==> src/rtl/axi_addr_trace_buffer_if.sv <==
`default_nettype none
// ============================================================================
// Module   : axi_addr_trace_buffer_if
// Brief    : Monitored AXI address channels, control pulses, trace output
//            stream and status for the address trace buffer.
// Revision : 1.0
// ============================================================================
interface axi_addr_trace_buffer_if #(
  parameter int DEPTH  = 16,
  parameter int ADDR_W = 32,
  parameter int TS_W   = 16
);
  localparam int CNT_W  = $clog2(DEPTH) + 1;
  localparam int DATA_W = 1 + TS_W + ADDR_W;

  logic              awvalid;
  logic              awready;
  logic [ADDR_W-1:0] awaddr;
  logic              arvalid;
  logic              arready;
  logic [ADDR_W-1:0] araddr;
  logic              arm;
  logic              stop;
  logic              out_valid;
  logic              out_ready;
  logic [DATA_W-1:0] out_data;
  logic [CNT_W-1:0]  count;
  logic [7:0]        drop_cnt;
  logic [1:0]        state;

  modport master (
    output awvalid, awready, awaddr, arvalid, arready, araddr,
    output arm, stop, out_ready,
    input  out_valid, out_data, count, drop_cnt, state
  );

  modport slave (
    input  awvalid, awready, awaddr, arvalid, arready, araddr,
    input  arm, stop, out_ready,
    output out_valid, out_data, count, drop_cnt, state
  );
endinterface
`default_nettype wire

==> src/rtl/axi_addr_trace_buffer.sv <==
`default_nettype none
// ============================================================================
// Module   : axi_addr_trace_buffer
// Brief    : Timestamped capture of AXI AW/AR handshakes into a circular
//            buffer, drained through a valid/ready stream.
// Revision : 1.0
// ============================================================================
module axi_addr_trace_buffer #(
  parameter int DEPTH  = 16,
  parameter int ADDR_W = 32,
  parameter int TS_W   = 16
) (
  input  wire logic               clk,
  input  wire logic               rst_x,
  axi_addr_trace_buffer_if.slave  trc_if
);
  localparam int PTR_W  = $clog2(DEPTH);
  localparam int CNT_W  = PTR_W + 1;
  localparam int DATA_W = 1 + TS_W + ADDR_W;

  localparam logic [1:0] S_IDLE    = 2'd0;
  localparam logic [1:0] S_CAPTURE = 2'd1;
  localparam logic [1:0] S_FROZEN  = 2'd2;

  localparam logic [CNT_W-1:0] C_DEPTH = CNT_W'(DEPTH);

  logic [1:0]        state_q, state_d;
  logic [TS_W-1:0]   ts_q, ts_d;
  logic [PTR_W-1:0]  wr_ptr_q, wr_ptr_d;
  logic [PTR_W-1:0]  rd_ptr_q, rd_ptr_d;
  logic [CNT_W-1:0]  count_q, count_d;
  logic [7:0]        drop_q, drop_d;
  logic [DATA_W-1:0] mem_q [DEPTH];

  logic              aw_ev_w, ar_ev_w, rec_w;
  logic              aw_push_w, ar_push_w, pop_w;
  logic [CNT_W-1:0]  free_w;
  logic [1:0]        drops_w;
  logic [8:0]        drop_sum_w;

  always_comb begin
    aw_ev_w   = trc_if.awvalid && trc_if.awready;
    ar_ev_w   = trc_if.arvalid && trc_if.arready;
    // An arm edge restarts capture, so that edge itself records nothing.
    rec_w     = (state_q == S_CAPTURE) && !trc_if.arm;
    free_w    = C_DEPTH - count_q;
    aw_push_w = rec_w && aw_ev_w && (free_w != '0);
    ar_push_w = rec_w && ar_ev_w && (free_w > CNT_W'(aw_push_w));
    drops_w   = {1'b0, rec_w && aw_ev_w && !aw_push_w}
              + {1'b0, rec_w && ar_ev_w && !ar_push_w};
    pop_w     = (count_q != '0) && trc_if.out_ready;

    wr_ptr_d  = wr_ptr_q + PTR_W'(aw_push_w) + PTR_W'(ar_push_w);
    rd_ptr_d  = rd_ptr_q + PTR_W'(pop_w);
    count_d   = count_q + CNT_W'(aw_push_w) + CNT_W'(ar_push_w) - CNT_W'(pop_w);

    drop_sum_w = {1'b0, drop_q} + {7'b0, drops_w};
    drop_d     = drop_sum_w[8] ? 8'hFF : drop_sum_w[7:0];
    ts_d       = ts_q;
    state_d    = state_q;

    if (trc_if.arm) begin
      state_d = S_CAPTURE;
      ts_d    = '0;
      drop_d  = '0;
    end else begin
      if (state_q == S_CAPTURE) begin
        ts_d = ts_q + TS_W'(1);
      end
      if (trc_if.stop && (state_q == S_CAPTURE)) begin
        state_d = S_FROZEN;
      end
    end
  end

  always_ff @(posedge clk or negedge rst_x) begin
    if (!rst_x) begin
      state_q  <= S_IDLE;
      ts_q     <= '0;
      wr_ptr_q <= '0;
      rd_ptr_q <= '0;
      count_q  <= '0;
      drop_q   <= '0;
    end else begin
      state_q  <= state_d;
      ts_q     <= ts_d;
      wr_ptr_q <= wr_ptr_d;
      rd_ptr_q <= rd_ptr_d;
      count_q  <= count_d;
      drop_q   <= drop_d;
    end
  end

  // Storage carries no reset; validity is tracked solely by count_q.
  always_ff @(posedge clk) begin
    if (aw_push_w) begin
      mem_q[wr_ptr_q] <= {1'b1, ts_q, trc_if.awaddr};
    end
    if (ar_push_w) begin
      mem_q[wr_ptr_q + PTR_W'(aw_push_w)] <= {1'b0, ts_q, trc_if.araddr};
    end
  end

  assign trc_if.out_valid = (count_q != '0);
  assign trc_if.out_data  = mem_q[rd_ptr_q];
  assign trc_if.count     = count_q;
  assign trc_if.drop_cnt  = drop_q;
  assign trc_if.state     = state_q;
endmodule
`default_nettype wire

==> src/flat_wrapper.sv <==
// flat-port wrapper written by rule: the top's interface ports become plain ports
module axi_addr_trace_buffer_flat 
#(
  parameter int DEPTH  = 16,
  parameter int ADDR_W = 32,
  parameter int TS_W   = 16
)
  (clk, rst_x, trc_if_awvalid, trc_if_awready, trc_if_awaddr, trc_if_arvalid, trc_if_arready, trc_if_araddr, trc_if_arm, trc_if_stop, trc_if_out_ready, trc_if_out_valid, trc_if_out_data, trc_if_count, trc_if_drop_cnt, trc_if_state);
  axi_addr_trace_buffer_if #(.DEPTH(DEPTH), .ADDR_W(ADDR_W), .TS_W(TS_W)) trc_if_i ();
  input  wire logic clk;
  input  wire logic rst_x;
  input wire logic [$bits(trc_if_i.awvalid)-1:0] trc_if_awvalid;
  input wire logic [$bits(trc_if_i.awready)-1:0] trc_if_awready;
  input wire logic [$bits(trc_if_i.awaddr)-1:0] trc_if_awaddr;
  input wire logic [$bits(trc_if_i.arvalid)-1:0] trc_if_arvalid;
  input wire logic [$bits(trc_if_i.arready)-1:0] trc_if_arready;
  input wire logic [$bits(trc_if_i.araddr)-1:0] trc_if_araddr;
  input wire logic [$bits(trc_if_i.arm)-1:0] trc_if_arm;
  input wire logic [$bits(trc_if_i.stop)-1:0] trc_if_stop;
  input wire logic [$bits(trc_if_i.out_ready)-1:0] trc_if_out_ready;
  output wire logic [$bits(trc_if_i.out_valid)-1:0] trc_if_out_valid;
  output wire logic [$bits(trc_if_i.out_data)-1:0] trc_if_out_data;
  output wire logic [$bits(trc_if_i.count)-1:0] trc_if_count;
  output wire logic [$bits(trc_if_i.drop_cnt)-1:0] trc_if_drop_cnt;
  output wire logic [$bits(trc_if_i.state)-1:0] trc_if_state;
  assign trc_if_i.awvalid = trc_if_awvalid;
  assign trc_if_i.awready = trc_if_awready;
  assign trc_if_i.awaddr = trc_if_awaddr;
  assign trc_if_i.arvalid = trc_if_arvalid;
  assign trc_if_i.arready = trc_if_arready;
  assign trc_if_i.araddr = trc_if_araddr;
  assign trc_if_i.arm = trc_if_arm;
  assign trc_if_i.stop = trc_if_stop;
  assign trc_if_i.out_ready = trc_if_out_ready;
  assign trc_if_out_valid = trc_if_i.out_valid;
  assign trc_if_out_data = trc_if_i.out_data;
  assign trc_if_count = trc_if_i.count;
  assign trc_if_drop_cnt = trc_if_i.drop_cnt;
  assign trc_if_state = trc_if_i.state;
  axi_addr_trace_buffer #(.DEPTH(DEPTH), .ADDR_W(ADDR_W), .TS_W(TS_W)) u_core (.clk(clk), .rst_x(rst_x), .trc_if(trc_if_i));
endmodule
==> config.mk <==
export PLATFORM = sky130hd
export DESIGN_NAME = axi_addr_trace_buffer_flat
export DESIGN_NICKNAME = d
export VERILOG_FILES = /design/src/rtl/axi_addr_trace_buffer_if.sv /design/src/rtl/axi_addr_trace_buffer.sv /design/src/flat_wrapper.sv
export SDC_FILE = /design/constraint.sdc
export NUM_CORES = 1
export LEC_CHECK = 0
export CORE_MARGIN = 2
export CORE_UTILIZATION = 56
export CTS_BUF_LIST = sky130_fd_sc_hd__clkbuf_4 sky130_fd_sc_hd__clkbuf_8 sky130_fd_sc_hd__clkbuf_16
export DETAILED_ROUTE_END_ITERATION = 12
export PLACE_DENSITY = 0.77
export SLEW_MARGIN = 20
export SYNTH_ARGS = -nofsm -noshare
export SYNTH_HDL_FRONTEND = slang
export SYNTH_SLANG_ARGS = --single-unit
==> constraint.sdc <==
create_clock -name clk -period 5.4 [get_ports clk]
set_input_delay 0.54 -clock clk [delete_from_list [all_inputs] [get_ports clk]]
set_output_delay 0.54 -clock clk [all_outputs]
set_load 0.02 [all_outputs]
==> flow_results.xml <==
<?xml version="1.0" encoding="UTF-8"?>
<metrics>
  <group name="status">
    <metric name="outcome" unit="">finished clean</metric>
  </group>
  <group name="critical_path">
    <metric name="critPathArrivalTime" unit="ns">5.37</metric>
    <metric name="worst_ep_required_time" unit="ns">5.74</metric>
    <metric name="cpPeakStageDelay" unit="ns">0.72</metric>
    <metric name="critical_path.n_buffers_inverters" unit="">3</metric>
    <metric name="crit_type" unit="">flop to flop</metric>
    <metric name="crit_path_frequent_cell" unit="">ha_1</metric>
    <metric name="crit_path_top_delay_cell" unit="">and2_2</metric>
    <metric name="worstSetupEndpointType" unit="">flop</metric>
    <metric name="crit_path_max_fanout" unit="">33</metric>
    <metric name="critical_path.top_delay_family" unit="">simple AND/OR/NAND/NOR gates</metric>
    <metric name="critical_path.cell_chain" unit="">inv_1, ha_1, and2_1, ha_1, nand4bb_1, o21ai_4, nand2_1, nand2b_1, inv_1, ha_1, ha_1, nand4b_1, a21oi_4, buf_4, and2_2, o21ai_0</metric>
    <metric name="worstSetupStartpointType" unit="">flop</metric>
  </group>
  <group name="yosys">
    <metric name="yosysWarnings" unit="">0</metric>
    <metric name="seq_area_frac_synth" unit="%">58.1</metric>
    <metric name="synthesis.nets" unit="">3675</metric>
    <metric name="synth-async-reset-ratio" unit="%">4.74</metric>
    <metric name="synth_enable_flop_cells" unit="">768</metric>
    <metric name="syn-cell-area" unit="µm²">41900</metric>
    <metric name="ys_seq_elements" unit="">823</metric>
    <metric name="syn-instance-count" unit="">3582</metric>
    <metric name="netlist-cell-type-count" unit="">51</metric>
    <metric name="postSynth.topFlopCell" unit="">edfxtp_1</metric>
    <metric name="post_synthesis_area_per_instance" unit="µm²">11.7</metric>
  </group>
  <group name="sta">
    <metric name="unrepaired_setup_endpoints_after_global_routing" unit="">false</metric>
    <metric name="period_share" unit="%">93.1</metric>
    <metric name="total_neg_setup_slack" unit="ns">0</metric>
    <metric name="achievable-frequency" unit="GHz">0.199</metric>
    <metric name="clock-skew-final" unit="ns">0.0281</metric>
    <metric name="timing.final.max_slew_violations" unit="">0</metric>
    <metric name="hold_violations" unit="">0</metric>
    <metric name="timing.final.setup_violations" unit="">0</metric>
    <metric name="timing.slew.headroom" unit="%">24.5</metric>
    <metric name="finalWorstPathRequiredPeriod" unit="ns">5.03</metric>
    <metric name="worstMarginPinSlew" unit="ns">1.13</metric>
  </group>
  <group name="detailed_routing">
    <metric name="route.detailed.wl_per_inst" unit="µm">28.8</metric>
    <metric name="drt_iter0_markers" unit="">5470</metric>
    <metric name="drt-total-wl" unit="mm">130</metric>
    <metric name="drc_errors" unit="">0</metric>
    <metric name="vias_per_cell" unit="">6.82</metric>
    <metric name="routed-via-count" unit="">30800</metric>
    <metric name="drt_first_pass_iters" unit="">6</metric>
    <metric name="final_antenna_net_count" unit="">0</metric>
  </group>
  <group name="global_routing">
    <metric name="grt_max_degree" unit="">77</metric>
    <metric name="total_routing_usage_reported_by_global_routing" unit="%">33.6</metric>
    <metric name="globalRoute.totalOverflow" unit="">0</metric>
    <metric name="antenna_violations_before_repair" unit="">4</metric>
    <metric name="via_count_of_the_first_global_routing_pass" unit="">30300</metric>
    <metric name="grt_pass1_wl" unit="mm">193</metric>
  </group>
  <group name="cts">
    <metric name="insertion_delay" unit="ns">0.65</metric>
    <metric name="post_cts_buffers" unit="">0</metric>
    <metric name="clock_transition_at_the_registers_of_the_reported_paths" unit="ns">0.06</metric>
    <metric name="numClockSinks" unit="">823</metric>
    <metric name="cts_htree_levels" unit="">3</metric>
    <metric name="numCtsBuffers" unit="">86</metric>
    <metric name="cts-root-buf" unit="">clkbuf_16</metric>
    <metric name="clockBufferDepth" unit="">3</metric>
    <metric name="clock_tree_from_tritoncts" unit="">built</metric>
  </group>
  <group name="floorplan">
    <metric name="initial_core_utilization" unit="%">56.4</metric>
    <metric name="io-pin-count" unit="">138</metric>
    <metric name="die-area" unit="µm²">77100</metric>
    <metric name="die_height" unit="µm">278</metric>
    <metric name="standard_cell_rows" unit="">100</metric>
    <metric name="coreArea" unit="µm²">74300</metric>
    <metric name="chipWidth" unit="µm">278</metric>
  </group>
  <group name="finish">
    <metric name="diodes" unit="">0</metric>
    <metric name="most_common_cell_after_layout_fill_and_taps_aside" unit="">nand2_1</metric>
    <metric name="area.growth.synth_to_final" unit="%">12.0</metric>
    <metric name="final_cell_mix" unit="">785 x nand2_1, 768 x edfxtp_1, 411 x o21ai_0</metric>
    <metric name="final_layout_size_suffix_gt1_share" unit="%">16.2</metric>
    <metric name="final_net_count" unit="">3576</metric>
  </group>
  <group name="power">
    <metric name="power_density" unit="nW/µm²">410</metric>
    <metric name="vdd_drop_max" unit="mV">0.392</metric>
    <metric name="power.static_leakage" unit="nW">15.0</metric>
    <metric name="design_power_total" unit="mW">19.2</metric>
  </group>
  <group name="placed_design">
    <metric name="detailed_place_hpwl" unit="mm">72.1</metric>
    <metric name="routabilityCongestion" unit="">0.854</metric>
    <metric name="number_of_port_buffers" unit="">137</metric>
  </group>
  <group name="min_path">
    <metric name="holdCritPathClass" unit="">input pin to async pin</metric>
  </group>
  <group name="run">
    <metric name="timing.max_cap.violations" unit="">0</metric>
  </group>
</metrics>
-- report_power, final --
group | switching (mW) | internal [mW]
Clock | 2.51 | 3.41
Sequential | 0.546 | 7.15
Combinational | 3.13 | 2.49
-- logic make-up (layout without fill, tap and decap cells) --
| kind of cell | after synthesis | after routing | synth area share (%) |
|---|---|---|---|
| AO/OA/AOI/OAI | 575 | 575 | 7.58 |
| flip-flops | 823 | 823 | 58.1 |
| adder cells (fa/ha/maj) | 20 | 20 | 0.650 |
| XOR/XNOR | 27 | 27 | 0.564 |
| buffers and inverters | 459 | 429 | 4.31 |
| multiplexers | 246 | 246 | 13.2 |
| AND/OR/NAND/NOR | 1432 | 1432 | 15.6 |
-- Yosys cell counts, types with 2 or more instances --
library cell | count | share of area (%)
nor2_2 | 7 | 0.10
edfxtp_1 | 768 | 55
a21oi_2 | 5 | 0.10
nor3_1 | 4 | 0.048
a21o_1 | 2 | 0.036
nand3b_1 | 3 | 0.054
inv_1 | 30 | 0.27
and3_1 | 3 | 0.045
o21ai_1 | 105 | 1.3
a41oi_1 | 2 | 0.042
nand2b_1 | 6 | 0.090
or2_2 | 3 | 0.045
xnor2_1 | 14 | 0.29
buf_4 | 3 | 0.054
dfrtp_1 | 39 | 2.3
a211oi_2 | 9 | 0.27
and2_1 | 12 | 0.18
nand3_1 | 268 | 3.2
nor2_1 | 60 | 0.54
a211oi_1 | 9 | 0.16
buf_1 | 58 | 0.52
a2111oi_4 | 7 | 0.46
a21oi_1 | 19 | 0.23
buf_2 | 51 | 0.61
nand2_1 | 785 | 7.0
o21ai_2 | 2 | 0.042
and4_1 | 4 | 0.084
and4b_1 | 2 | 0.048
dfxtp_1 | 16 | 0.76
nor2b_1 | 263 | 3.9
xor2_1 | 13 | 0.27
clkbuf_1 | 316 | 2.8
nand4b_1 | 2 | 0.042
fa_1 | 3 | 0.14
o21ai_0 | 411 | 4.9
nand4_1 | 3 | 0.045
mux4_2 | 245 | 13
ha_1 | 17 | 0.51
-- flip-flops by register name (all words and copies together) (netlist names) --
| signal | flops |
|---|---|
| u_core.ts_q | 16 |
| u_core.trc_if.count | 5 |
| u_core.trc_if.state | 2 |
| u_core.rd_ptr_q | 4 |
| u_core.mem_q | 784 |
| u_core.trc_if.drop_cnt | 8 |
| u_core.wr_ptr_q | 4 |
-- path summary, 6_finish.rpt --
check                                            startpoint                          endpoint  cells after the start  slack, ns
setup / recovery           u_core.trc_if.count[2]$_DFF_PN0_     u_core.mem_q[13][9]$_DFFE_PP_                     16       0.37
hold / removal                                        rst_x  u_core.trc_if.count[4]$_DFF_PN0_                      1       0.02
setup reg to reg           u_core.trc_if.count[2]$_DFF_PN0_     u_core.mem_q[13][9]$_DFFE_PP_                     16       0.37
hold reg to reg            u_core.mem_q[8][48]$_SDFFE_PP0P_  u_core.mem_q[8][48]$_SDFFE_PP0P_                      2       0.47
max in group asynchronous                             rst_x      u_core.rd_ptr_q[1]$_DFF_PN0_                      1       4.72
min in group clk           u_core.mem_q[8][48]$_SDFFE_PP0P_  u_core.mem_q[8][48]$_SDFFE_PP0P_                      2       0.47
-- cell type report --
type | count | area (µm²)
Fill cell | 5364 | 27400
Sequential cell | 823 | 24400
Multi-Input combinational cell | 2300 | 16000
Timing Repair Buffer | 242 | 2440
Clock buffer | 110 | 2420
Tap cell | 969 | 1210
Clock inverter | 47 | 365
Inverter | 30 | 113
-- stage by stage --
step	cells	util [%]	hold slack, ns	setup WS, ns	instance area (µm²)
after detailed placement	4363	59.4	0.460	0.328	44200
after global routing	4521	63.2	0.100	0.124	47000
final	4521	63.2	0.0216	0.374	47000
after floorplan	3582	-	0.244	0.0243	41900
after CTS	4520	63.2	0.0478	0.287	46900
after global placement	4363	59.4	0.445	0.521	44200
-- layer usage --
metal | vias to the layer above | share of wire, % | global-route usage [%]
li1 | 12700 | - | -
met1 | 14900 | 34 | 45.4
met2 | 2808 | 46 | 51.8
met3 | 446 | 15 | 9.23
met4 | 6 | 4.3 | 14.0
met5 | - | 0.038 | 0
-- timing repair --
item	in CTS	in global routing
setup endpoints to repair	0	1
hold buffers	0	0
endpoints found under the hold margin	0	0
gates resized for setup	0	1
(Power assumes the default switching activity.)
